## config.mk

```make
export PLATFORM = sky130hd
export DESIGN_NAME = fetch_stage_flat
export DESIGN_NICKNAME = d
export VERILOG_FILES = /design/src/rtl/fetch_stage_pkg.sv /design/src/rtl/fetch_stage_if.sv /design/src/rtl/fetch_stage_if_id_reg.sv /design/src/rtl/fetch_stage.sv /design/src/flat_wrapper.sv
export SDC_FILE = /design/constraint.sdc
export NUM_CORES = 1
export LEC_CHECK = 0
export ABC_AREA = 1
export BUFFER_PORTS_ARGS = -buffer_cell sky130_fd_sc_hd__buf_2
export CORE_MARGIN = 4
export CORE_UTILIZATION = 40
export CTS_CLUSTER_SIZE = 25
export DETAILED_ROUTE_END_ITERATION = 8
export PLACE_DENSITY = 0.66
export SKIP_CTS_REPAIR_TIMING = 1
export SYNTH_ARGS = -nofsm -noshare
export SYNTH_HDL_FRONTEND = slang
export SYNTH_SLANG_ARGS = --single-unit
```

## constraint.sdc

```tcl
create_clock -name clk -period 3.15 [get_ports clk]
set_input_delay 0.1575 -clock clk [delete_from_list [all_inputs] [get_ports clk]]
set_output_delay 0.1575 -clock clk [all_outputs]
set_load 0.01 [all_outputs]
```

## src/rtl/fetch_stage_pkg.sv

```systemverilog
`default_nettype none
// ============================================================================
// Module      : fetch_stage_pkg
// Description : Shared pipeline defines for the instruction-fetch stage:
//               FSM state encoding, datapath width, reset/NOP defaults.
// Revision    : 1.0 - initial release
// ============================================================================
package fetch_stage_pkg;

    localparam int unsigned XLEN = 32;

    // Fetch FSM states, 2-bit explicit encoding
    typedef enum logic [1:0] {
        S_REQ  = 2'd0,  // ready to issue a fetch
        S_WAIT = 2'd1,  // one request outstanding
        S_HOLD = 2'd2   // response parked while decode is stalled
    } fetch_state_t;

    localparam logic [XLEN-1:0] DEF_RESET_PC = 32'h0000_0000;
    localparam logic [XLEN-1:0] DEF_NOP_WORD = 32'h0000_0000;
    localparam logic [XLEN-1:0] PC_INC       = 32'd4;
    // Clears the byte-offset bits so every fetch address is word aligned
    localparam logic [XLEN-1:0] WORD_MASK    = 32'hFFFF_FFFC;

endpackage : fetch_stage_pkg
`default_nettype wire

```

## src/rtl/fetch_stage_if.sv

```systemverilog
`default_nettype none
// ============================================================================
// Module      : fetch_stage_if
// Description : Instruction-memory request/response bus between the fetch
//               stage (master) and instruction memory (slave).
// Revision    : 1.0 - initial release
// ============================================================================
interface fetch_stage_if;
    import fetch_stage_pkg::*;

    logic            imem_req;
    logic [XLEN-1:0] imem_addr;
    logic            imem_ready;
    logic            imem_rvalid;
    logic [XLEN-1:0] imem_rdata;

    modport master (
        output imem_req,
        output imem_addr,
        input  imem_ready,
        input  imem_rvalid,
        input  imem_rdata
    );

    modport slave (
        input  imem_req,
        input  imem_addr,
        output imem_ready,
        output imem_rvalid,
        output imem_rdata
    );

endinterface : fetch_stage_if
`default_nettype wire

```

## src/rtl/fetch_stage_if_id_reg.sv

```systemverilog
`default_nettype none
// ============================================================================
// Module      : fetch_stage_if_id_reg
// Description : IF/ID pipeline register. Flush beats hold, hold beats load,
//               and an idle cycle inserts a bubble (NOP, not valid).
// Revision    : 1.0 - initial release
// ============================================================================
module fetch_stage_if_id_reg
    import fetch_stage_pkg::*;
#(
    parameter logic [XLEN-1:0] NOP_WORD = DEF_NOP_WORD
) (
    input  wire logic            clk,
    input  wire logic            rst,
    input  wire logic            i_flush,
    input  wire logic            i_hold,
    input  wire logic            i_load,
    input  wire logic [XLEN-1:0] i_instr,
    input  wire logic [XLEN-1:0] i_pc_plus4,
    output logic      [XLEN-1:0] o_instruction,
    output logic      [XLEN-1:0] o_pc_plus4,
    output logic                 o_id_valid
);

    logic [XLEN-1:0] r_instr;
    logic [XLEN-1:0] r_pc_plus4;
    logic            r_valid;

    // IF/ID contents: reset, flush, hold, load or bubble
    always_ff @(posedge clk) begin
        if (rst) begin
            r_instr    <= NOP_WORD;
            r_pc_plus4 <= '0;
            r_valid    <= 1'b0;
        end else if (i_flush) begin
            r_instr <= NOP_WORD;
            r_valid <= 1'b0;
        end else if (i_hold) begin
            r_instr    <= r_instr;
            r_pc_plus4 <= r_pc_plus4;
            r_valid    <= r_valid;
        end else if (i_load) begin
            r_instr    <= i_instr;
            r_pc_plus4 <= i_pc_plus4;
            r_valid    <= 1'b1;
        end else begin
            r_instr <= NOP_WORD;
            r_valid <= 1'b0;
        end
    end

    assign o_instruction = r_instr;
    assign o_pc_plus4    = r_pc_plus4;
    assign o_id_valid    = r_valid;

endmodule : fetch_stage_if_id_reg
`default_nettype wire

```

## src/rtl/fetch_stage.sv

```systemverilog
`default_nettype none
// ============================================================================
// Module      : fetch_stage
// Description : Pipeline stage one. Holds the PC, issues one word fetch at a
//               time to instruction memory, parks a response in a hold buffer
//               while decode stalls, and discards fetches made stale by a
//               branch/jump redirect from decode.
// Revision    : 1.0 - initial release
// ============================================================================
module fetch_stage
    import fetch_stage_pkg::*;
#(
    parameter logic [XLEN-1:0] RESET_PC = DEF_RESET_PC,
    parameter logic [XLEN-1:0] NOP_WORD = DEF_NOP_WORD
) (
    input  wire logic            clk,
    input  wire logic            rst,
    input  wire logic            stall,
    input  wire logic            branch_taken,
    input  wire logic [XLEN-1:0] branch_target,
    input  wire logic            jump,
    input  wire logic [XLEN-1:0] jump_target,
    fetch_stage_if.master        imem,
    output logic      [XLEN-1:0] instruction,
    output logic      [XLEN-1:0] pc_plus4,
    output logic                 id_valid
);

    fetch_state_t    r_state,      w_state_nxt;
    logic [XLEN-1:0] r_pc,         w_pc_nxt;
    logic [XLEN-1:0] r_fetch_pc,   w_fetch_pc_nxt;
    logic            r_discard,    w_discard_nxt;
    logic [XLEN-1:0] r_hold_instr, w_hold_instr_nxt;
    logic [XLEN-1:0] r_hold_pc4,   w_hold_pc4_nxt;

    logic            w_redirect;
    logic [XLEN-1:0] w_target;
    logic [XLEN-1:0] w_fetch_pc4;
    logic            w_load;
    logic [XLEN-1:0] w_load_instr;
    logic [XLEN-1:0] w_load_pc4;

    // Branch outranks jump when both are flagged; byte offset is dropped
    assign w_redirect  = branch_taken | jump;
    assign w_target    = (branch_taken ? branch_target : jump_target) & WORD_MASK;
    assign w_fetch_pc4 = r_fetch_pc + PC_INC;

    // A request is only offered from S_REQ, and never in a redirect cycle
    // because the PC is about to change underneath it
    assign imem.imem_req  = (r_state == S_REQ) & ~w_redirect & ~rst;
    assign imem.imem_addr = r_pc & WORD_MASK;

    // FSM, PC and hold-buffer registers
    always_ff @(posedge clk) begin
        if (rst) begin
            r_state      <= S_REQ;
            r_pc         <= RESET_PC & WORD_MASK;
            r_fetch_pc   <= '0;
            r_discard    <= 1'b0;
            r_hold_instr <= NOP_WORD;
            r_hold_pc4   <= '0;
        end else begin
            r_state      <= w_state_nxt;
            r_pc         <= w_pc_nxt;
            r_fetch_pc   <= w_fetch_pc_nxt;
            r_discard    <= w_discard_nxt;
            r_hold_instr <= w_hold_instr_nxt;
            r_hold_pc4   <= w_hold_pc4_nxt;
        end
    end

    // Next-state, PC update and IF/ID load selection
    always_comb begin
        w_state_nxt      = r_state;
        w_pc_nxt         = r_pc;
        w_fetch_pc_nxt   = r_fetch_pc;
        w_discard_nxt    = r_discard;
        w_hold_instr_nxt = r_hold_instr;
        w_hold_pc4_nxt   = r_hold_pc4;
        w_load           = 1'b0;
        w_load_instr     = imem.imem_rdata;
        w_load_pc4       = w_fetch_pc4;

        case (r_state)
            S_REQ: begin
                if (w_redirect) begin
                    w_pc_nxt = w_target;
                end else if (imem.imem_ready) begin
                    w_fetch_pc_nxt = r_pc;
                    w_pc_nxt       = r_pc + PC_INC;
                    w_state_nxt    = S_WAIT;
                end
            end

            S_WAIT: begin
                if (w_redirect) begin
                    w_pc_nxt = w_target;
                    if (imem.imem_rvalid) begin
                        // The stale response lands now, so nothing is left
                        // to discard later
                        w_discard_nxt = 1'b0;
                        w_state_nxt   = S_REQ;
                    end else begin
                        w_discard_nxt = 1'b1;
                    end
                end else if (imem.imem_rvalid) begin
                    if (r_discard) begin
                        w_discard_nxt = 1'b0;
                        w_state_nxt   = S_REQ;
                    end else if (!stall) begin
                        w_load      = 1'b1;
                        w_state_nxt = S_REQ;
                    end else begin
                        w_hold_instr_nxt = imem.imem_rdata;
                        w_hold_pc4_nxt   = w_fetch_pc4;
                        w_state_nxt      = S_HOLD;
                    end
                end
            end

            S_HOLD: begin
                if (w_redirect) begin
                    w_pc_nxt    = w_target;
                    w_state_nxt = S_REQ;
                end else if (!stall) begin
                    w_load       = 1'b1;
                    w_load_instr = r_hold_instr;
                    w_load_pc4   = r_hold_pc4;
                    w_state_nxt  = S_REQ;
                end
            end

            default: begin
                w_state_nxt = S_REQ;
            end
        endcase
    end

    fetch_stage_if_id_reg #(
        .NOP_WORD (NOP_WORD)
    ) u_if_id_reg (
        .clk           (clk),
        .rst           (rst),
        .i_flush       (w_redirect),
        .i_hold        (stall),
        .i_load        (w_load),
        .i_instr       (w_load_instr),
        .i_pc_plus4    (w_load_pc4),
        .o_instruction (instruction),
        .o_pc_plus4    (pc_plus4),
        .o_id_valid    (id_valid)
    );

endmodule : fetch_stage
`default_nettype wire

```

## src/flat_wrapper.sv

```systemverilog
// flat-port wrapper written by rule: the top's interface ports become plain ports
module fetch_stage_flat import fetch_stage_pkg::*;
#(
    parameter logic [XLEN-1:0] RESET_PC = DEF_RESET_PC,
    parameter logic [XLEN-1:0] NOP_WORD = DEF_NOP_WORD
)
  (clk, rst, stall, branch_taken, branch_target, jump, jump_target, instruction, pc_plus4, id_valid, imem_imem_req, imem_imem_addr, imem_imem_ready, imem_imem_rvalid, imem_imem_rdata);
  fetch_stage_if imem_i ();
  input  wire logic clk;
  input  wire logic rst;
  input  wire logic stall;
  input  wire logic branch_taken;
  input  wire logic [XLEN-1:0] branch_target;
  input  wire logic jump;
  input  wire logic [XLEN-1:0] jump_target;
  output logic      [XLEN-1:0] instruction;
  output logic      [XLEN-1:0] pc_plus4;
  output logic id_valid;
  output wire logic [$bits(imem_i.imem_req)-1:0] imem_imem_req;
  output wire logic [$bits(imem_i.imem_addr)-1:0] imem_imem_addr;
  input wire logic [$bits(imem_i.imem_ready)-1:0] imem_imem_ready;
  input wire logic [$bits(imem_i.imem_rvalid)-1:0] imem_imem_rvalid;
  input wire logic [$bits(imem_i.imem_rdata)-1:0] imem_imem_rdata;
  assign imem_imem_req = imem_i.imem_req;
  assign imem_imem_addr = imem_i.imem_addr;
  assign imem_i.imem_ready = imem_imem_ready;
  assign imem_i.imem_rvalid = imem_imem_rvalid;
  assign imem_i.imem_rdata = imem_imem_rdata;
  fetch_stage #(.RESET_PC(RESET_PC), .NOP_WORD(NOP_WORD)) u_core (.clk(clk), .rst(rst), .stall(stall), .branch_taken(branch_taken), .branch_target(branch_target), .jump(jump), .jump_target(jump_target), .imem(imem_i), .instruction(instruction), .pc_plus4(pc_plus4), .id_valid(id_valid));
endmodule
```

# Word-level counts from Yosys, hierarchy flattened
# Index checks and enable logic that the tools add are counted.
[word_totals]
register_bits = 196
inputBits = 103
word_cells = 65
[op_classes]
add_sub_neg = 2
eq_ne = 8
muxes = 28
bitwise = 7
reduce_logical = 11
[op_table]
columns = ["op", "count"]
rows = [
  ["2-to-1 mux 32 bit", 7],
  ["adder 32 x 3 -> 32 bit, second input constant", 2],
  ["case mux 32 bit (2 select lines)", 1],
  ["2-to-1 mux 2 bit", 9],
  ["2-to-1 mux 1 bit", 9],
  ["AND reduction 3 bit", 3],
  ["inequality test 2 bit, second input constant", 3],
  ["inequality test 3 x 2 -> 1 bit, second input constant", 2],
  ["case mux 2 bit (3 select lines)", 1],
  ["AND reduction 5 bit", 1],
  ["NOT 1 bit", 4],
  ["AND reduction 4 bit", 1],
  ["nonzero test 2 bit", 2],
  ["OR reduction 2 bit", 2],
  ["AND 1 bit", 2],
  ["equality test 2 x 1 -> 1 bit, second input constant", 1],
  ["equality test 2 bit, second input constant", 1],
  ["zero test 2 bit", 1],
  ["inequality test 2 x 1 -> 1 bit, second input constant", 1],
  ["case mux 1 bit (2 select lines)", 1],
  ["AND reduction 2 bit", 1],
  ["bitwise OR 1 bit", 1],
]

# Depth between registers and ports, before layout
[depth]
depth_word = 6
ltp_mapped = 13

# Cells and area by module
# From an unflattened synthesis, not the netlist that was laid out.
[unflattened]
hier_cells = 1592
hier_area_um2 = 10612.7
[modules_own_cells]
columns = ["module", "instances", "cells_each", "area_per_inst_um2", "seq_area_each_um2"]
rows = [
  ["fetch_stage", 1, 1237, 7887.6, 2542.4],
  ["fetch_stage_if_id_reg", 1, 355, 2725.1, 1301.2],
]

# Least setup slack after synthesis
# OpenSTA, ideal clock, no wires.
[synth_timing]
kind = "register -> register"
from = "reg u_core.r_state[0]"
to = "reg u_core.r_pc[12]"
setup_time_ns = 0.128
arrival_ns = 1.633
t_required_ns = 3.022
path_slack_ns = 1.390
stages_incl_launch_ff = 10
path_cell_list = "dfxtp_1 -> inv_1 -> ha_1 -> inv_1 -> o21ai_1 -> a21oi_4 -> buf_2 -> o22ai_1 -> a21oi_1 -> nor2_1"
[synth_between]
elab_chain_cells = 4
[synth_lines]
columns = ["element", "line", "rtl"]
rows = [
  ["start, declared", "fetch_stage.sv:29", "fetch_state_t r_state, w_state_nxt;"],
  ["start signal, assigned", "fetch_stage.sv:63", "r_state <= w_state_nxt;"],
  ["equality test 2 x 1 -> 1 bit / equality test 2 bit (equally long branches)", "fetch_stage.sv:84", "case (r_state)"],
  ["OR reduction 2 bit (no source line)", "--", ""],
  ["inequality test 2 x 1 -> 1 bit (no source line) / nonzero test 2 bit (equally long branches)", "--", ""],
  ["AND reduction 3 bit (no source line)", "--", ""],
  ["end signal, assigned", "fetch_stage.sv:57", "r_pc <= RESET_PC & WORD_MASK;"],
  ["end signal, assigned", "fetch_stage.sv:64", "r_pc <= w_pc_nxt;"],
  ["end, declared", "fetch_stage.sv:30", "logic [XLEN-1:0] r_pc, w_pc_nxt;"],
]
# Parallel ways exist; a longest one is shown, timed or not.
# A chain may end at the register's enable or synchronous reset.

# Worst setup path in the final report
[layout_timing]
from = "reg u_core.r_state[0]"
to = "reg u_core.r_pc[3]"
# Same word-level chain as after synthesis.

==> impl_results.md <==
* Top-level port count at 201
* Number of synthesized flops with an enable pin at 0
* Register area share after synthesis at 39.7%
* Detail Placement HPWL at 19.0 mm
* Origin of the critical flop-to-flop path: u_core.r_state[0]$_SDFFE_PP0P_
* Top cells by area, synth: dfxtp_1, nand2_1, a21oi_1
* Failing checks: negative hold slack
* Worst Setup End Kind: flop
* DRT iter0 DRCs at 777
* GRT overflow at 0
* Via Count at about 9600
* Syn_area_per_cell at 6.70 sq um
* Crit path launch: u_core.r_state[0]$_SDFFE_PP0P_
* Chip height at 162 microns
* Max_slew headroom at 39.1%
* Die width at between 150 and 200 microns
* Leakage at 5.07 nW
* CTS Buf Count at 17
* Pin count of the biggest net entering global routing at between 100 and 150
* Compound-gate portion of the synthesized area at 21.9%
* Final period utilization at 80.9%
* Hold Path Class: in2reg
* Worst slew pin tran at 0.913 ns
* Startpoint Class: flop
* Yosys top cell area share at 39.7%
* Maximum VDD drop at 331 uV
* Final Hold Viols at 6
* Clock Skew at 0.0114 ns
* Outcome: complete, but fails checks
* Die ar. at about 26000 sq um
* Max_cap viols at 0
* Later-pin clock latency in the skew report at 0.43 ns
* Crit path required time at 3.47 ns
* Most common flop cell mapped by yosys: dfxtp_1
* #FFs+latches synth at 188
* Crit Path Max Fanout at 11
* P_sw at about 2.5 mW
* H-tree depth at 4
* Max Fclk at 392 MHz
* Routability Congestion at 0.901
* Worst setup path category: reg2reg
* Post-synthesis adder-cell area fraction at less than 1%
* # rows at 56
* Share of total power in sequential cells at 42.6%
* Gate power share at 24.8%
* YS warnings at 0
* Final Critical Period at 2.55 ns
* Initial Util at 40.5%
* Initial antenna violation count at 0
* First-pass GRT wire length at 44.2 mm
* Multi-input gate area at 4820 sq um
* Largest family of logic cells by synthesized area: simple AND/OR/NAND/NOR gates
* Switching part of the total at 36.9%
* Ant diodes at 0
* DRC viols at 0
* DR vias/cell at 5.00
* Port Buffers at 192
* P_int at 4.25 mW
* Crit path arrival time at 2.87 ns
* Fill cells at between 2000 and 2500
* RSZ-0062 raised after global routing: false
* Post-synthesis cell area at 9480 sq um
* Synth async-reset ratio at 0%
* DRT Wirelength at 27.4 mm
* XOR/XNOR Fraction of Synth Area at 2.22%
* Clk network pwr share at 32.6%
* Clk root buf: clkbuf_16
* Drt first pass iters at 5
* Wire per inst at 14.3 microns
* Netlist cell types at 41
* FF+latch area at 3760 sq um
* Hold WS at -0.0233 ns
* CORE AREA at 23400 sq um
* Hold Path Origin: imem_imem_rdata[30]
* Synth Area in Simple Gates at 25.5%
* Nets at 1700
* Total negative slack at 0 ns
* Most frequent cells after synthesis: nand2_1, a21oi_1, dfxtp_1
* Pwr Density at 585 nW/um^2
* Clock transition at the register clock pins on the worst setup and hold paths after CTS at 0.08 ns
* # setup viols final at 0
* Clock buffer depth at 2
* Mapped Cells at approximately 1400
* Mux contribution to synthesized area at 0.211%
* Vias in the first global route at between 9000 and 10000
* Antenna Nets Post-Route at 0
* Cell taking the most area after synthesis: dfxtp_1
* Syn-to-layout area delta at 21.5%
* Slew Viols, Final at 0
* Most common cell in the netlist: nand2_1
* Sink Count at 188
* TritonCTS clock tree: yes
* Layout cells sized above 1 at 17.1%
* GRT Util Overall at between 20% and 30%
## routing by layer
layer	GRT usage [%]	up-vias	routed length (microns)
met5	0	-	0
met2	32.6	294	12500
li1	-	4970	-
met4	7.30	0	730
met1	27.5	4320	12700
met3	3.83	40	1550
## kinds of logic (layout without fill, tap and decap cells)
group,after synthesis,in the layout
and+or+nand+nor,576,576
muxes,2,2
AOI/OAI and AO/OA,400,400
DFF,188,188
buffers and inverters,218,404
xor gates and xnor gates,24,24
other,1,4
adders and majority gates,6,6
## critical path: stages, from the launching register on
cell and delay (ns):
dfxtp_1 0.36, inv_1 0.08, ha_1 0.34, inv_1 0.10
o21ai_1 0.13, a21oi_4 0.40, nand2_1 0.23, o21ai_0 0.21
a31oi_1 0.05, dlygate4sd3_1 0.54
## cell type report
cell class,count,share of cell area (%)
Clock buffer,17,3.69
Clock inverter,15,1.73
Inverter,134,4.36
Multi-Input combinational cell,1012,41.8
Sequential cell,188,32.6
Tap cell,319,3.46
Timing Repair Buffer,238,12.3
## worst paths after layout
path / end / slack [ns] / cells after the start
hold / removal: u_core.r_hold_instr[30]$_SDFFE_PP0P_ / -0.02 / 3
setup reg to reg: u_core.r_pc[3]$_SDFFE_PP0P_ / 0.60 / 9
hold reg to reg: u_core.u_if_id_reg.o_id_valid$_SDFFE_PP0N_ / 0.46 / 2
setup / recovery: u_core.r_pc[3]$_SDFFE_PP0P_ / 0.60 / 9
## cell usage in the layout (no fill, tap or decap), drive strengths merged
cell	count
a211oi	2
a21boi	1
a21o	5
a21oi	191
a31oi	7
and3	2
buf	209
clkbuf	17
clkinv	9
conb	4
dfxtp	188
dlygate4sd3	29
ha	6
inv	140
mux2i	2
nand2	326
nand3	55
nand3b	8
nand4	13
nor2	155
nor3	16
nor3b	1
o211ai	6
o21ai	184
o22ai	3
o31ai	1
xnor2	5
xor2	19
## sequential cells by signal (all words and copies together), names as in the netlist
name                              flops
u_core.r_hold_pc4                    30
u_core.r_hold_instr                  32
u_core.u_if_id_reg.o_instruction     32
u_core.r_state                        2
u_core.u_if_id_reg.o_id_valid         1
u_core.r_pc                          30
u_core.r_discard                      1
u_core.r_fetch_pc                    30
u_core.u_if_id_reg.o_pc_plus4        30
## stage by stage
| step | power (mW) | cell area [sq um] | utilization, % | setup slack, ns | cells |
|---|---|---|---|---|---|
| 2_1_floorplan | 3.99 | 9500 | - | 1.39 | 1418 |
| 3_3_place_gp | 4.53 | 10600 | 45.3 | 0.985 | 1862 |
| 3_5_place_dp | 4.55 | 10600 | 45.3 | 0.958 | 1862 |
| 4_1_cts | 6.75 | 11200 | 48.0 | 0.934 | 1894 |
| 5_1_grt | 7.12 | 11500 | 49.3 | 0.444 | 1923 |
| 6_report | 6.74 | 11500 | 49.3 | 0.601 | 1923 |
## power groups by stage
stage | Clock, mW | Sequential (mW) | Combinational, mW
final | 2.20 | 2.87 | 1.67
after global routing | 2.32 | 2.92 | 1.88
after CTS | 2.24 | 2.87 | 1.64
after detailed placement | 0 | 2.92 | 1.63
after global placement | 0 | 2.92 | 1.61
after floorplan | 0 | 2.88 | 1.11
Note: power is estimated with default switching activity, not from simulation.
